### src/rtl/vram_arb_pkg.sv
// Shared types and constants for the VRAM arbiter: FSM states, grant owners
// and the command-accept timeout.
package vram_arb_pkg;

   typedef enum logic [1:0] {
      ST_IDLE        = 2'd0,
      ST_ISSUE       = 2'd1,
      ST_WAIT_ACCEPT = 2'd2,
      ST_WAIT_DONE   = 2'd3
   } state_e;

   typedef enum logic [1:0] {
      OWN_NONE = 2'd0,
      OWN_A    = 2'd1,
      OWN_B    = 2'd2,
      OWN_REF  = 2'd3
   } owner_e;

   // Cycles without mc_busy before an issued command is presumed complete.
   localparam int unsigned ACCEPT_TIMEOUT = 3;
   localparam int unsigned DEBT_W         = 3;

endpackage

### src/rtl/vram_refresh_tracker.sv
// Free-running refresh interval timer plus a saturating count of refreshes
// owed to the SDRAM; flags when the debt has reached its ceiling.
module vram_refresh_tracker
#(
   parameter int unsigned REFRESH_INTERVAL = 840,
   parameter int unsigned DEBT_MAX         = 7
) (
   input  logic       clk,
   input  logic       reset_n,
   input  logic       enabled_i,
   input  logic       dec_i,
   output logic [2:0] debt_o,
   output logic       urgent_o,
   output logic       pending_o
);
   import vram_arb_pkg::*;

   localparam int unsigned TMR_W = (REFRESH_INTERVAL > 1) ? $clog2(REFRESH_INTERVAL) : 1;
   localparam logic [TMR_W-1:0]  TMR_LAST = TMR_W'(REFRESH_INTERVAL - 1);
   localparam logic [DEBT_W-1:0] DEBT_TOP = DEBT_W'(DEBT_MAX);

   logic [TMR_W-1:0]  tmr_q, tmr_d;
   logic [DEBT_W-1:0] debt_q, debt_d;
   logic              wrap_s;

   // Timer wrap and debt update; a simultaneous increment and refresh cancel.
   always_comb begin
      wrap_s = (tmr_q == TMR_LAST);
      tmr_d  = wrap_s ? {TMR_W{1'b0}} : tmr_q + TMR_W'(1);
      debt_d = debt_q;
      if (!enabled_i) begin
         debt_d = {DEBT_W{1'b0}};
      end else if (wrap_s && !dec_i) begin
         debt_d = (debt_q == DEBT_TOP) ? debt_q : debt_q + 3'd1;
      end else if (dec_i && !wrap_s) begin
         debt_d = (debt_q == 3'd0) ? debt_q : debt_q - 3'd1;
      end else begin
         debt_d = debt_q;
      end
   end

   // Timer and debt registers.
   always_ff @(posedge clk or negedge reset_n) begin
      if (!reset_n) begin
         tmr_q  <= {TMR_W{1'b0}};
         debt_q <= {DEBT_W{1'b0}};
      end else begin
         tmr_q  <= tmr_d;
         debt_q <= debt_d;
      end
   end

   assign debt_o    = debt_q;
   assign urgent_o  = (debt_q == DEBT_TOP);
   assign pending_o = (debt_q != 3'd0);

endmodule

### src/rtl/vram_arbiter.sv
// Single-outstanding-command scheduler sharing the SDRAM controller between
// the VDP slot (A), a secondary VRAM master (B) and periodic auto-refresh.
module vram_arbiter
#(
   parameter int unsigned ADDR_W           = 23,
   parameter int unsigned REFRESH_INTERVAL = 840,
   parameter int unsigned DEBT_MAX         = 7,
   parameter int unsigned STARVE_LIMIT     = 8
) (
   input  logic              clk,
   input  logic              reset_n,
   input  logic              a_req,
   input  logic              a_wr,
   input  logic [ADDR_W-1:0] a_addr,
   input  logic [15:0]       a_din,
   input  logic [1:0]        a_wdm,
   output logic              a_ack,
   output logic [15:0]       a_dout,
   output logic              a_valid,
   input  logic              b_req,
   input  logic              b_wr,
   input  logic [ADDR_W-1:0] b_addr,
   input  logic [15:0]       b_din,
   input  logic [1:0]        b_wdm,
   output logic              b_ack,
   output logic [15:0]       b_dout,
   output logic              b_valid,
   output logic              mc_read,
   output logic              mc_write,
   output logic              mc_refresh,
   output logic [ADDR_W-1:0] mc_addr,
   output logic [15:0]       mc_din,
   output logic [1:0]        mc_wdm,
   input  logic [15:0]       mc_dout,
   input  logic              mc_busy,
   input  logic              mc_enabled,
   output logic [2:0]        refresh_debt
);
   import vram_arb_pkg::*;

   localparam int unsigned STARVE_W = $clog2(STARVE_LIMIT + 1);
   localparam logic [STARVE_W-1:0] STARVE_TOP = STARVE_W'(STARVE_LIMIT);
   localparam logic [1:0] WAIT_LAST = 2'(ACCEPT_TIMEOUT - 1);

   state_e              state_q, state_d;
   owner_e              owner_q, owner_d, grant_s;
   logic                wr_q, wr_d;
   logic [1:0]          wait_cnt_q, wait_cnt_d;
   logic [STARVE_W-1:0] starve_q, starve_d;
   logic                rd_q, rd_d, wrc_q, wrc_d, ref_q, ref_d;
   logic [ADDR_W-1:0]   addr_q, addr_d;
   logic [15:0]         din_q, din_d;
   logic [1:0]          wdm_q, wdm_d;
   logic                a_ack_q, a_ack_d, b_ack_q, b_ack_d;
   logic                a_val_q, a_val_d, b_val_q, b_val_d;
   logic [15:0]         a_dout_q, a_dout_d, b_dout_q, b_dout_d;
   logic                done_s, ref_dec_s, urgent_s, pending_s;

   vram_refresh_tracker #(
      .REFRESH_INTERVAL (REFRESH_INTERVAL),
      .DEBT_MAX         (DEBT_MAX)
   ) u_refresh (
      .clk       (clk),
      .reset_n   (reset_n),
      .enabled_i (mc_enabled),
      .dec_i     (ref_dec_s),
      .debt_o    (refresh_debt),
      .urgent_o  (urgent_s),
      .pending_o (pending_s)
   );

   // Debt is paid in the cycle the refresh command pulse is launched.
   assign ref_dec_s = (state_q == ST_ISSUE) && (owner_q == OWN_REF);

   // Grant selection, command sequencing and completion handling.
   always_comb begin
      state_d    = state_q;
      owner_d    = owner_q;
      wr_d       = wr_q;
      wait_cnt_d = wait_cnt_q;
      addr_d     = addr_q;
      din_d      = din_q;
      wdm_d      = wdm_q;
      a_dout_d   = a_dout_q;
      b_dout_d   = b_dout_q;
      rd_d       = 1'b0;
      wrc_d      = 1'b0;
      ref_d      = 1'b0;
      a_ack_d    = 1'b0;
      b_ack_d    = 1'b0;
      a_val_d    = 1'b0;
      b_val_d    = 1'b0;
      grant_s    = OWN_NONE;
      done_s     = 1'b0;

      case (state_q)
         ST_IDLE: begin
            if (mc_enabled && !mc_busy) begin
               if (urgent_s)                          grant_s = OWN_REF;
               else if (b_req && starve_q == STARVE_TOP) grant_s = OWN_B;
               else if (a_req)                        grant_s = OWN_A;
               else if (pending_s)                    grant_s = OWN_REF;
               else if (b_req)                        grant_s = OWN_B;
               else                                   grant_s = OWN_NONE;
            end else begin
               grant_s = OWN_NONE;
            end
            case (grant_s)
               OWN_A: begin
                  addr_d  = a_addr;
                  din_d   = a_din;
                  wdm_d   = a_wdm;
                  wr_d    = a_wr;
                  a_ack_d = 1'b1;
               end
               OWN_B: begin
                  addr_d  = b_addr;
                  din_d   = b_din;
                  wdm_d   = b_wdm;
                  wr_d    = b_wr;
                  b_ack_d = 1'b1;
               end
               OWN_REF: wr_d = 1'b0;
               default: wr_d = wr_q;
            endcase
            if (grant_s != OWN_NONE) begin
               state_d = ST_ISSUE;
               owner_d = grant_s;
            end else begin
               state_d = ST_IDLE;
            end
         end
         ST_ISSUE: begin
            case (owner_q)
               OWN_REF:      ref_d = 1'b1;
               OWN_A, OWN_B: begin
                  if (wr_q) wrc_d = 1'b1;
                  else      rd_d  = 1'b1;
               end
               default:      ref_d = 1'b0;
            endcase
            wait_cnt_d = 2'd0;
            state_d    = ST_WAIT_ACCEPT;
         end
         ST_WAIT_ACCEPT: begin
            if (mc_busy)                      state_d = ST_WAIT_DONE;
            else if (wait_cnt_q == WAIT_LAST) done_s = 1'b1;
            else                              wait_cnt_d = wait_cnt_q + 2'd1;
         end
         ST_WAIT_DONE: begin
            if (!mc_busy) done_s  = 1'b1;
            else          state_d = ST_WAIT_DONE;
         end
         default: state_d = ST_IDLE;
      endcase

      if (done_s) begin
         state_d = ST_IDLE;
         owner_d = OWN_NONE;
         if (!wr_q && owner_q == OWN_A) begin
            a_dout_d = mc_dout;
            a_val_d  = 1'b1;
         end else if (!wr_q && owner_q == OWN_B) begin
            b_dout_d = mc_dout;
            b_val_d  = 1'b1;
         end else begin
            a_val_d  = 1'b0;
         end
      end else begin
         done_s = 1'b0;
      end
   end

   // Starvation guard: consecutive A grants while B is kept waiting.
   always_comb begin
      if (!b_req || grant_s == OWN_B)                     starve_d = {STARVE_W{1'b0}};
      else if (grant_s == OWN_A && starve_q != STARVE_TOP) starve_d = starve_q + STARVE_W'(1);
      else                                                starve_d = starve_q;
   end

   // State and output registers.
   always_ff @(posedge clk or negedge reset_n) begin
      if (!reset_n) begin
         state_q    <= ST_IDLE;
         owner_q    <= OWN_NONE;
         wr_q       <= 1'b0;
         wait_cnt_q <= 2'd0;
         starve_q   <= {STARVE_W{1'b0}};
         rd_q       <= 1'b0;
         wrc_q      <= 1'b0;
         ref_q      <= 1'b0;
         addr_q     <= {ADDR_W{1'b0}};
         din_q      <= 16'd0;
         wdm_q      <= 2'd0;
         a_ack_q    <= 1'b0;
         b_ack_q    <= 1'b0;
         a_val_q    <= 1'b0;
         b_val_q    <= 1'b0;
         a_dout_q   <= 16'd0;
         b_dout_q   <= 16'd0;
      end else begin
         state_q    <= state_d;
         owner_q    <= owner_d;
         wr_q       <= wr_d;
         wait_cnt_q <= wait_cnt_d;
         starve_q   <= starve_d;
         rd_q       <= rd_d;
         wrc_q      <= wrc_d;
         ref_q      <= ref_d;
         addr_q     <= addr_d;
         din_q      <= din_d;
         wdm_q      <= wdm_d;
         a_ack_q    <= a_ack_d;
         b_ack_q    <= b_ack_d;
         a_val_q    <= a_val_d;
         b_val_q    <= b_val_d;
         a_dout_q   <= a_dout_d;
         b_dout_q   <= b_dout_d;
      end
   end

   assign a_ack      = a_ack_q;
   assign b_ack      = b_ack_q;
   assign a_valid    = a_val_q;
   assign b_valid    = b_val_q;
   assign a_dout     = a_dout_q;
   assign b_dout     = b_dout_q;
   assign mc_read    = rd_q;
   assign mc_write   = wrc_q;
   assign mc_refresh = ref_q;
   assign mc_addr    = addr_q;
   assign mc_din     = din_q;
   assign mc_wdm     = wdm_q;

endmodule

### config.mk
export PLATFORM = sky130hd
export DESIGN_NAME = vram_arbiter
export DESIGN_NICKNAME = d
export VERILOG_FILES = /design/src/rtl/vram_arb_pkg.sv /design/src/rtl/vram_refresh_tracker.sv /design/src/rtl/vram_arbiter.sv
export SDC_FILE = /design/constraint.sdc
export NUM_CORES = 1
export LEC_CHECK = 0
export ABC_CLOCK_PERIOD_IN_PS = 6900
export BUFFER_PORTS_ARGS = -buffer_cell sky130_fd_sc_hd__buf_2
export CAP_MARGIN = 20
export CORE_ASPECT_RATIO = 1.1
export CORE_MARGIN = 2
export CORE_UTILIZATION = 52
export CTS_CLUSTER_DIAMETER = 40
export DETAILED_ROUTE_END_ITERATION = 10
export MAX_ROUTING_LAYER = met4
export PLACE_DENSITY = 0.95
export SLEW_MARGIN = 5
export SYNTH_ARGS = -nofsm -noshare
export SYNTH_HDL_FRONTEND = slang
export SYNTH_HIERARCHICAL = 1
export SYNTH_SLANG_ARGS = --single-unit
### constraint.sdc
create_clock -name clk -period 6.9 [get_ports clk]
set_input_delay 1.035 -clock clk [delete_from_list [all_inputs] [get_ports clk]]
set_output_delay 1.035 -clock clk [all_outputs]
set_load 0.1 [all_outputs]
==> metrics <==
worst path cell trace buf_2, inv_1, o311ai_0, inv_1, ha_1, nor3_2, buf_4, nor2_1, a21oi_1; # nets final 723; setup_tns 0 ps; crit share post-route 50.5%; Syn Area/Cell 11.3 um^2; Hold Path Class flop to flop; synthesis-to-layout area growth 26.0%; Startpoint Class input port; antenna violations before repair 0; Data arrival, critical path 3770 ps; clk_lat worst skew 370 ps; Synth Register Bits 104; synth unique cells 52; H-Tree Depth 3; Final Hold Fails 0; Antenna Nets Post-Route 0; Clock Skew 13.9 ps; Die ar. 9940 um^2; final std cells w/o fill 723; Synth Cell Area 4760 um^2; Tot GR Track Use 25.0%; Port Buf Inserts 188; first-pass GRT wire length 19,100 um; pin slew with the least headroom to its limit 1080 ps; Reg clk slew, reported paths 110 ps; clock sink total 104; ant diodes 0; number of core rows 36; CP Buf/Inv Count 4; cts bufs inserted 9; # resized after CTS 0; TritonCTS clock tree built; outcome finished, final reports clean; placed cell count 707; Routed WL 11,800 um; Reg-to-Reg Start starve_q[0]; post-route minimum period 3480 ps; initial DRC count 163; MaxCap Viol Count 0; boundary pin count 189; DR vias 3,924; most used cell, CP inv_1; vias in the first global route 4,087; hold_buf cts 0; Post-Syn Instances 421; critical path peak fanout 82; syn nets 540; Ys Warns 6; CORE AREA 8870 um^2; Crit path required time 7190 ps; critical path's top delay family compound AO/OA/AOI/OAI gates; Max Clk Rate 287 MHz; Slew HR 26.8%; Die X 95.2 um; hpwl dp 8800 um; Max Root-Sink Buffers 2; routed wire length per instance 16.3 um; Final Setup Violations 0; Post CTS Setup Buffer Count 0; # fillers 654; share of cells above drive strength 1 41.1%; clock root cell clkbuf_8; crit path launch b_req; unrepaired setup endpoints after global routing false; gpl congestion 0.936; cell with the largest stage delay on the worst path o311ai_0; largest net degree at the start of global routing 83; drt via density 5.43; slowest stage delay, CP 930 ps; critical path capture point type flop; Slew Viols, Final 0; min-delay src u_refresh/tmr_q[0]; share of synthesized flip-flops with an asynchronous set or reset 100%; 1st-pass router iterations 4; Post-synth EDFFs 0; Seq/Total Area, Yosys 54.7%; Main synth FF type dfrtp_1; DRC violations left 0; initial core utilization 53.7%; total grt overflow 0; Die H 104 um; CP Class input port to flop
## kinds of logic after synthesis
logic type | Yosys count | share of synthesized area (%)
multiplexers | 73 | 16.2
AO/OA/AOI/OAI | 72 | 9.04
buffers and inverters | 34 | 2.76
adder cells (fa/ha/maj) | 13 | 3.57
XOR/XNOR | 7 | 1.29
flip-flops | 104 | 54.7
AND/OR/NAND/NOR | 118 | 12.5
## stage by stage
step                setup slack, ps  cell area [um^2]  hold slack [ps]  utilization (%)
global placement               3310              5800              473             65.4
floorplan                      3320              4760              455                -
global route                   3150              6000              536             67.6
CTS                            3380              6000              506             67.6
finish                         3420              6000              500             67.6
detailed placement             3010              5800              487             65.4
## per-layer routing
layer  track usage [%]  vias up  wire length (um)
met3              5.14       29               675
met1              28.1     1891              4520
met4              10.0        0               338
li1                  -     1840                 -
met5                 -        -                 0
met2              43.0      164              6270
## cells in the final DEF (no fill, tap or decap), types with 2 or more instances in the layout
cell      instances
or3_1             5
buf_2           187
nor3b_1           3
o22ai_1           4
nand4b_1          2
xor2_1            4
o21ai_0           7
nand3_1           6
clkbuf_8          9
mux2i_1          41
ha_1             11
nor2_1           47
nor3_1            6
inv_8             3
nand2b_1          4
buf_4             4
mux2_2           32
dfrtp_1         104
a21oi_1          44
and3_1            4
or4b_4            3
nor2b_1           3
o311ai_0          2
nand2_1          21
nand4_1           2
nor4_1            2
inv_1            15
xnor2_1           3
## final timing paths
path,depth (start not counted),slack (ps),to
worst max-delay path,9,3420,mc_addr[11]
worst min-delay path,1,500,u_refresh/tmr_q[0]
worst max register to register,10,3460,mc_addr[11]
worst min register to register,1,500,u_refresh/tmr_q[0]
max in group asynchronous,2,5090,mc_addr[18]
min in group asynchronous,1,660,a_dout[10]
## flip-flops by register name (all words and copies together) (netlist names), 2 cells and up
register and cells:
mc_addr 23, a_dout 16, b_dout 16, mc_din 16, u_refresh/tmr_q 10, starve_q 4
u_refresh/debt_o 3, mc_wdm 2, owner_q 2, state_q 2, wait_cnt_q 2
## synth_stat cells, types with 2 or more instances
master / n / area share (%)
or3_1: 5 / 0.66
mux2i_1: 41 / 8.6
nand4b_1: 2 / 0.37
ha_1: 12 / 3.2
nand2b_1: 4 / 0.53
or4b_4: 3 / 0.87
nor3_1: 7 / 0.74
nor4_1: 2 / 0.26
dfrtp_1: 104 / 55
nand4_1: 2 / 0.26
o311ai_0: 2 / 0.37
mux2_2: 32 / 7.6
o22ai_1: 4 / 0.53
buf_1: 3 / 0.24
nor3b_1: 3 / 0.47
nor2_1: 47 / 3.7
inv_1: 15 / 1.2
nor2b_1: 3 / 0.39
o21ai_0: 7 / 0.74
a21oi_1: 44 / 4.6
xnor2_1: 3 / 0.55
buf_2: 3 / 0.32
clkbuf_1: 13 / 1.0
and3_1: 4 / 0.53
nand3_1: 6 / 0.63
xor2_1: 4 / 0.74
nand2_1: 21 / 1.7
## layout make-up
type	count	area [um^2]	area share, %
Sequential cell	104	2600	43.4
Multi-Input combinational cell	283	2030	33.9
Timing Repair Buffer	191	966	16.1
Tap cell	114	143	2.38
Clock buffer	9	124	2.07
Clock inverter	7	71.3	1.19
Inverter	15	56.3	0.939
Power is not shown: default switching activity piles up to over one toggle a cycle in this logic, so the estimate is an artifact.
